**config.mk**
```make
export PLATFORM = sky130hd
export DESIGN_NAME = mod_period_detect
export DESIGN_NICKNAME = d
export VERILOG_FILES = /design/src/rtl/mod_period_detect.sv
export SDC_FILE = /design/constraint.sdc
export NUM_CORES = 1
export LEC_CHECK = 0
export BUFFER_PORTS_ARGS = -buffer_cell sky130_fd_sc_hd__buf_4
export CAP_MARGIN = 40
export CORE_ASPECT_RATIO = 1.4
export CORE_UTILIZATION = 50
export CTS_CLUSTER_DIAMETER = 120
export CTS_CLUSTER_SIZE = 10
export DETAILED_ROUTE_END_ITERATION = 16
export GPL_TIMING_DRIVEN = 0
export PLACE_DENSITY_LB_ADDON = 0.15
export SLEW_MARGIN = 40
export SYNTH_ARGS = -nofsm -noshare
export SYNTH_HDL_FRONTEND = slang
export SYNTH_SLANG_ARGS = --single-unit
```
**constraint.sdc**
```tcl
create_clock -name clk -period 5.2 [get_ports clk]
set_input_delay 1.3 -clock clk [delete_from_list [all_inputs] [get_ports clk]]
set_output_delay 1.3 -clock clk [all_outputs]
set_load 0.1 [all_outputs]
```
**src/rtl/mod_period_detect.sv**
```systemverilog
// Purpose: measure the half period of an external modulation square wave in prescaler ticks and lock onto it.
// Latency: a mod_in transition sampled at clk edge k updates mod_set/mod_half_period/locked at edge k+3.
// Backpressure: none; mod_set is a single-cycle strobe that the consumer must take when it fires.
module mod_period_detect #(
    parameter int COUNTER_WIDTH = 2,
    parameter int MATCH_COUNT   = 3,
    parameter int TOLERANCE     = 1
) (
    input  logic        clk,
    input  logic        rst_n,
    input  logic        mod_in,
    output logic [15:0] mod_half_period,
    output logic        mod_set,
    output logic        locked,
    output logic        mod_level
);

    localparam logic [15:0] TOL     = 16'(TOLERANCE);
    localparam logic [3:0]  MATCH_N = 4'(MATCH_COUNT);

    typedef enum logic [1:0] {
        ST_IDLE,
        ST_ACQUIRE,
        ST_LOCKED
    } state_t;

    state_t      state;
    state_t      state_nxt;

    logic        sync0;
    logic        sync1;
    logic        sync_prev;
    logic        mod_edge;
    logic        tick;
    logic [15:0] ivl;
    logic        timeout;
    logic [15:0] ref_q;
    logic [15:0] ref_nxt;
    logic [3:0]  match_cnt;
    logic [3:0]  match_nxt;
    logic [3:0]  match_inc;
    logic [15:0] half_nxt;
    logic        set_nxt;
    logic        locked_nxt;

    // Unsigned distance compared in both orderings so nothing wraps.
    function automatic logic within_tol(input logic [15:0] a, input logic [15:0] b);
        logic [15:0] diff;
        diff = (a >= b) ? (a - b) : (b - a);
        return (diff <= TOL);
    endfunction

    assign mod_level = sync1;
    assign timeout   = (ivl == 16'hFFFF);
    assign match_inc = match_cnt + 4'd1;

    // Two-flop synchronizer, previous-level flop and a registered edge pulse.
    always_ff @(posedge clk) begin
        if (!rst_n) begin
            sync0     <= 1'b0;
            sync1     <= 1'b0;
            sync_prev <= 1'b0;
            mod_edge  <= 1'b0;
        end else begin
            sync0     <= mod_in;
            sync1     <= sync0;
            sync_prev <= sync1;
            mod_edge  <= sync1 ^ sync_prev;
        end
    end

    // Free-running prescaler; a zero-width prescaler ticks every clock.
    generate
        if (COUNTER_WIDTH == 0) begin : g_no_presc
            assign tick = 1'b1;
        end else begin : g_presc
            logic [COUNTER_WIDTH-1:0] presc;

            // Prescaler counter wraps naturally; tick while it is all ones.
            always_ff @(posedge clk) begin
                if (!rst_n) begin
                    presc <= '0;
                end else begin
                    presc <= presc + COUNTER_WIDTH'(1);
                end
            end

            assign tick = &presc;
        end
    endgenerate

    // Interval counter: cleared on an edge (dropping a coincident tick), saturates at all ones.
    always_ff @(posedge clk) begin
        if (!rst_n) begin
            ivl <= 16'd0;
        end else if (mod_edge) begin
            ivl <= 16'd0;
        end else if (tick && !timeout) begin
            ivl <= ivl + 16'd1;
        end
    end

    // State and measurement registers.
    always_ff @(posedge clk) begin
        if (!rst_n) begin
            state           <= ST_IDLE;
            ref_q           <= 16'd0;
            match_cnt       <= 4'd0;
            mod_half_period <= 16'd0;
            mod_set         <= 1'b0;
            locked          <= 1'b0;
        end else begin
            state           <= state_nxt;
            ref_q           <= ref_nxt;
            match_cnt       <= match_nxt;
            mod_half_period <= half_nxt;
            mod_set         <= set_nxt;
            locked          <= locked_nxt;
        end
    end

    // Next-state logic; the counter value seen on an edge cycle is the measurement.
    always_comb begin
        state_nxt  = state;
        ref_nxt    = ref_q;
        match_nxt  = match_cnt;
        half_nxt   = mod_half_period;
        set_nxt    = 1'b0;
        locked_nxt = locked;

        if (timeout) begin
            // Lost modulation: fall back to idle and announce "no modulation" once.
            state_nxt  = ST_IDLE;
            locked_nxt = 1'b0;
            if (mod_half_period != 16'd0) begin
                half_nxt = 16'd0;
                set_nxt  = 1'b1;
            end
        end else if (mod_edge) begin
            case (state)
                ST_IDLE: begin
                    // Interval start unknown until now, so just arm.
                    state_nxt = ST_ACQUIRE;
                    match_nxt = 4'd0;
                end
                ST_ACQUIRE: begin
                    if (ivl == 16'd0) begin
                        match_nxt = 4'd0;
                    end else if (match_cnt == 4'd0 || !within_tol(ivl, ref_q)) begin
                        ref_nxt   = ivl;
                        match_nxt = 4'd1;
                    end else begin
                        match_nxt = match_inc;
                        if (match_inc == MATCH_N) begin
                            half_nxt   = ref_q;
                            set_nxt    = 1'b1;
                            locked_nxt = 1'b1;
                            state_nxt  = ST_LOCKED;
                        end
                    end
                end
                ST_LOCKED: begin
                    // The published value stays put until a fresh lock replaces it.
                    if (!within_tol(ivl, mod_half_period)) begin
                        locked_nxt = 1'b0;
                        ref_nxt    = ivl;
                        match_nxt  = (ivl == 16'd0) ? 4'd0 : 4'd1;
                        state_nxt  = ST_ACQUIRE;
                    end
                end
                default: begin
                    state_nxt = ST_IDLE;
                end
            endcase
        end
    end

endmodule

```
==> summary.txt <==
number of input and output port buffers inserted: 20
arrival time at the worst endpoint: 5190 ps
aggregate global-route resource usage: 32.9%
width of the chip: 98.3 um
part of the total power dissipated in combinational logic: 6.5%
core box area: 12500 um2
fraction of power consumed by the clock network: 51.5%
number of buffers created by CTS: 9
Worst IR Drop VDD: 0.173 mV
predominant post-synthesis flop cell: dfxtp_1
slack of the worst reg-to-reg path: 270 ps
diode insertion count for antenna repair: 0
max-cap check violation count: 0
initial drt markers: 504
setup-violating endpoint count in the final report: 0
post-synthesis async set-or-reset flop share: 0%
setup tns final: 0 ps
min-delay worst type: flop to flop
period utilisation layout: 94.8%
post-synthesis instance total: 859
most frequent standard cell in the layout excluding fill and tap cells: nand2_1
RSZ-0062 raised after global routing: no
count of cell types in the netlist: 66
Avg Cell Area, Syn: 7.56 um2
post-route antenna net violation count: 0
number of enable-type register cells in the synthesized netlist: 0
share of cells above drive strength 1: 6.37%
HP Start: g_presc.presc[0]
maximum clock frequency: 203 MHz
R2R cell count: 16
CP Class: flop to flop
count of placed standard cells including taps: 1029
vias in the first global route: 6537
Sw Share: 24.1%
minimum period implied by the final worst setup slack: 4930 ps
data required time at the worst endpoint: 5460 ps
area of all placed cells without fillers: 7170 um2
half-perimeter wire length after placement: 18000 um
final-stage net count: 969
number of antenna violations at the first check in global routing: 0
violations in the final reports: DRC
remaining design rule violation count: 1
deepest level of the CTS H-tree: 3
# hold bufs at CTS: 0
clock latency of the later-clocked register in the worst-skew pair: 330 ps
area delta synth->final: 10.3%
Final Hold Vio Count: 0
Std-Cell Rows: 48
number of warnings reported in the yosys synthesis log: 0
highest-count cells in the layout ignoring fill and taps: 107 x nand2_1, 72 x ha_1, 71 x inv_1
source of the worst register-to-register timing path: ivl[0]
Worst slew margin: 53.7%
hold endpoint: g_presc.presc[0]
endpoint type of the worst setup path: flop
starting utilization of the core area: 52.0%
Reg power frac: 41.9%
root buffer cell: clkbuf_16
critical path fanouts, max: 10
slowest CP cell: or4_1
register bit count reported by yosys: 62
count of boundary I/O pins: 22
Internal Dissipation: 872 uW
fraction of the core area covered by cells at the end of the flow: 57.4%
routability-driven placement congestion ratio: 1.01
vertical die dimension: 137 um
type of origin of the critical path: flop
mapped cell area: 6500 um2
worst-case clock buffer depth: 2
static leakage power: 0.00286 uW
clock sink total: 62
destination of the worst register-to-register timing path: mod_half_period[4]
run status: finished, violations left
part of the Yosys area used for sequential elements: 19.1%
Worst-Margin Slew: 690 ps
TritonCTS clock tree: yes
drt first pass iters: 13
cell family with the largest share of critical-path delay: simple AND/OR/NAND/NOR gates
first-pass GRT wire length: 34200 um
Hold Path Cell Cnt: 1
largest stage delay on the critical path: 590 ps
Non-Filler Instances: 1045
chain of cells forming the critical path: inv_1 -> ha_1 -> inv_1 -> fa_1 -> xnor2_1 -> o21ai_0 -> or4_1 -> or4_1 -> nor4_4 -> o2111ai_1 -> a2111o_1 -> nor3_4 -> and4_1 -> buf_6 -> buf_8 -> mux2i_1
power dissipated by switching net loads: 277 uW
number of max-slew violations in the final report: 0
areal power density over the cells: 160 nW/um2
clock slew at reported path FFs: 60 ps
total power of the final layout: 1150 uW
vias per cell: 6.44
global route total overflow: 0
via count: 6732
buffering stage count on the worst path with inverters included: 4
maximum number of pins on one net before global-route repair: 12
Total Die Area: 13500 um2
synthesized netlist net count: 938
sum of routed wire length over all layers: 22200 um
cell area reported after detailed placement: 6840 um2
final clock skew: 4.47 ps
mean routed wirelength per cell: 21.2 um
state kept, by name (all words and copies together), names as in the netlist:
name	count
g_presc.presc	2
ivl	16
locked	1
match_cnt	4
mod_edge	1
mod_half_period	16
mod_level	1
mod_set	1
ref_q	16
state	2
sync0	1
sync_prev	1
logic make-up after synthesis:
| logic type | Yosys count | share of synthesized area (%) |
|---|---|---|
| buffers and inverters | 116 | 7.11 |
| muxes | 43 | 6.68 |
| xor gates and xnor gates | 27 | 3.64 |
| AOI/OAI and AO/OA | 233 | 24.6 |
| DFF | 62 | 19.1 |
| and+or+nand+nor | 302 | 23.8 |
| adders and majority gates | 76 | 15.1 |
cells in the mapped netlist (13+ instances only):
library cell | n | share of area [%]
ha_1 | 72 | 14
nor3_1 | 13 | 1.0
a21oi_1 | 59 | 4.5
xnor2_1 | 24 | 3.2
dfxtp_1 | 62 | 19
o21a_1 | 15 | 1.7
o21ai_0 | 32 | 2.5
nand2_1 | 107 | 6.2
a21o_1 | 18 | 2.1
mux2i_1 | 40 | 6.2
inv_1 | 71 | 4.1
nand4_1 | 18 | 1.7
nor2_1 | 40 | 2.3
nor2b_1 | 14 | 1.3
clkbuf_1 | 38 | 2.2
nand3_1 | 25 | 1.9
and2_1 | 13 | 1.3
metal layers:
metal  vias to the layer above  share of wire, %  global-route usage (%)
met3                        80               3.9                    2.60
met5                         -                 0                       0
li1                       3184                 -                       -
met2                       284                51                    62.7
met4                         0               7.4                    24.4
met1                      3184                38                    33.6
worst max path at each step:
stage          cells past startpoint  slack, ps                  to                start
4_1_cts                           15         90            ref_q[3]  mod_half_period[10]
3_5_place_dp                      15       -110            ref_q[3]  mod_half_period[10]
3_3_place_gp                      15       -100            ref_q[2]  mod_half_period[10]
2_1_floorplan                     14        560            ref_q[0]   mod_half_period[1]
6_report                          16        270  mod_half_period[4]               ivl[0]
5_1_grt                           16         10  mod_half_period[4]               ivl[0]
cell type report:
cell class | instances | area [um2]
Fill cell | 1213 | 5320
Multi-Input combinational cell | 681 | 4830
Sequential cell | 62 | 1240
Inverter | 71 | 267
Clock buffer | 10 | 229
Buffer | 44 | 191
Tap cell | 150 | 188
Timing Repair Buffer | 21 | 158
Clock inverter | 6 | 62.6
stage by stage:
| step | hold slack (ps) | setup WS (ps) |
|---|---|---|
| final | 432 | 269 |
| after detailed placement | 423 | -114 |
| after floorplan | 398 | 564 |
| after global routing | 461 | 12.8 |
| after global placement | 407 | -100 |
| after CTS | 432 | 86.5 |
power groups by stage:
stage	combinational, uW	sequential (uW)	clock, uW
after floorplan	48.0	494	0
after global placement	70.8	492	0
after detailed placement	72.5	492	0
after CTS	73.3	482	594
after global routing	80.2	482	611
final	75.3	482	592
worst reg2reg max path, stage by stage, from the launching register on:
cell       delay (ps)
dfxtp_1           360
inv_1             200
ha_1              210
inv_1              60
fa_1              400
xnor2_1           230
o21ai_0           120
or4_1             510
or4_1             590
nor4_4            310
o2111ai_1         180
a2111o_1          570
nor3_4            290
and4_1            260
buf_6             170
buf_8             180
mux2i_1           210
repair_timing:
| item | in CTS | in global routing |
|---|---|---|
| resized for setup | 2 | 4 |
| pin swaps | 0 | 2 |
| setup buffers | 0 | 1 |
| endpoints found under the setup margin | 11 | 27 |
(Power assumes the default switching activity.)
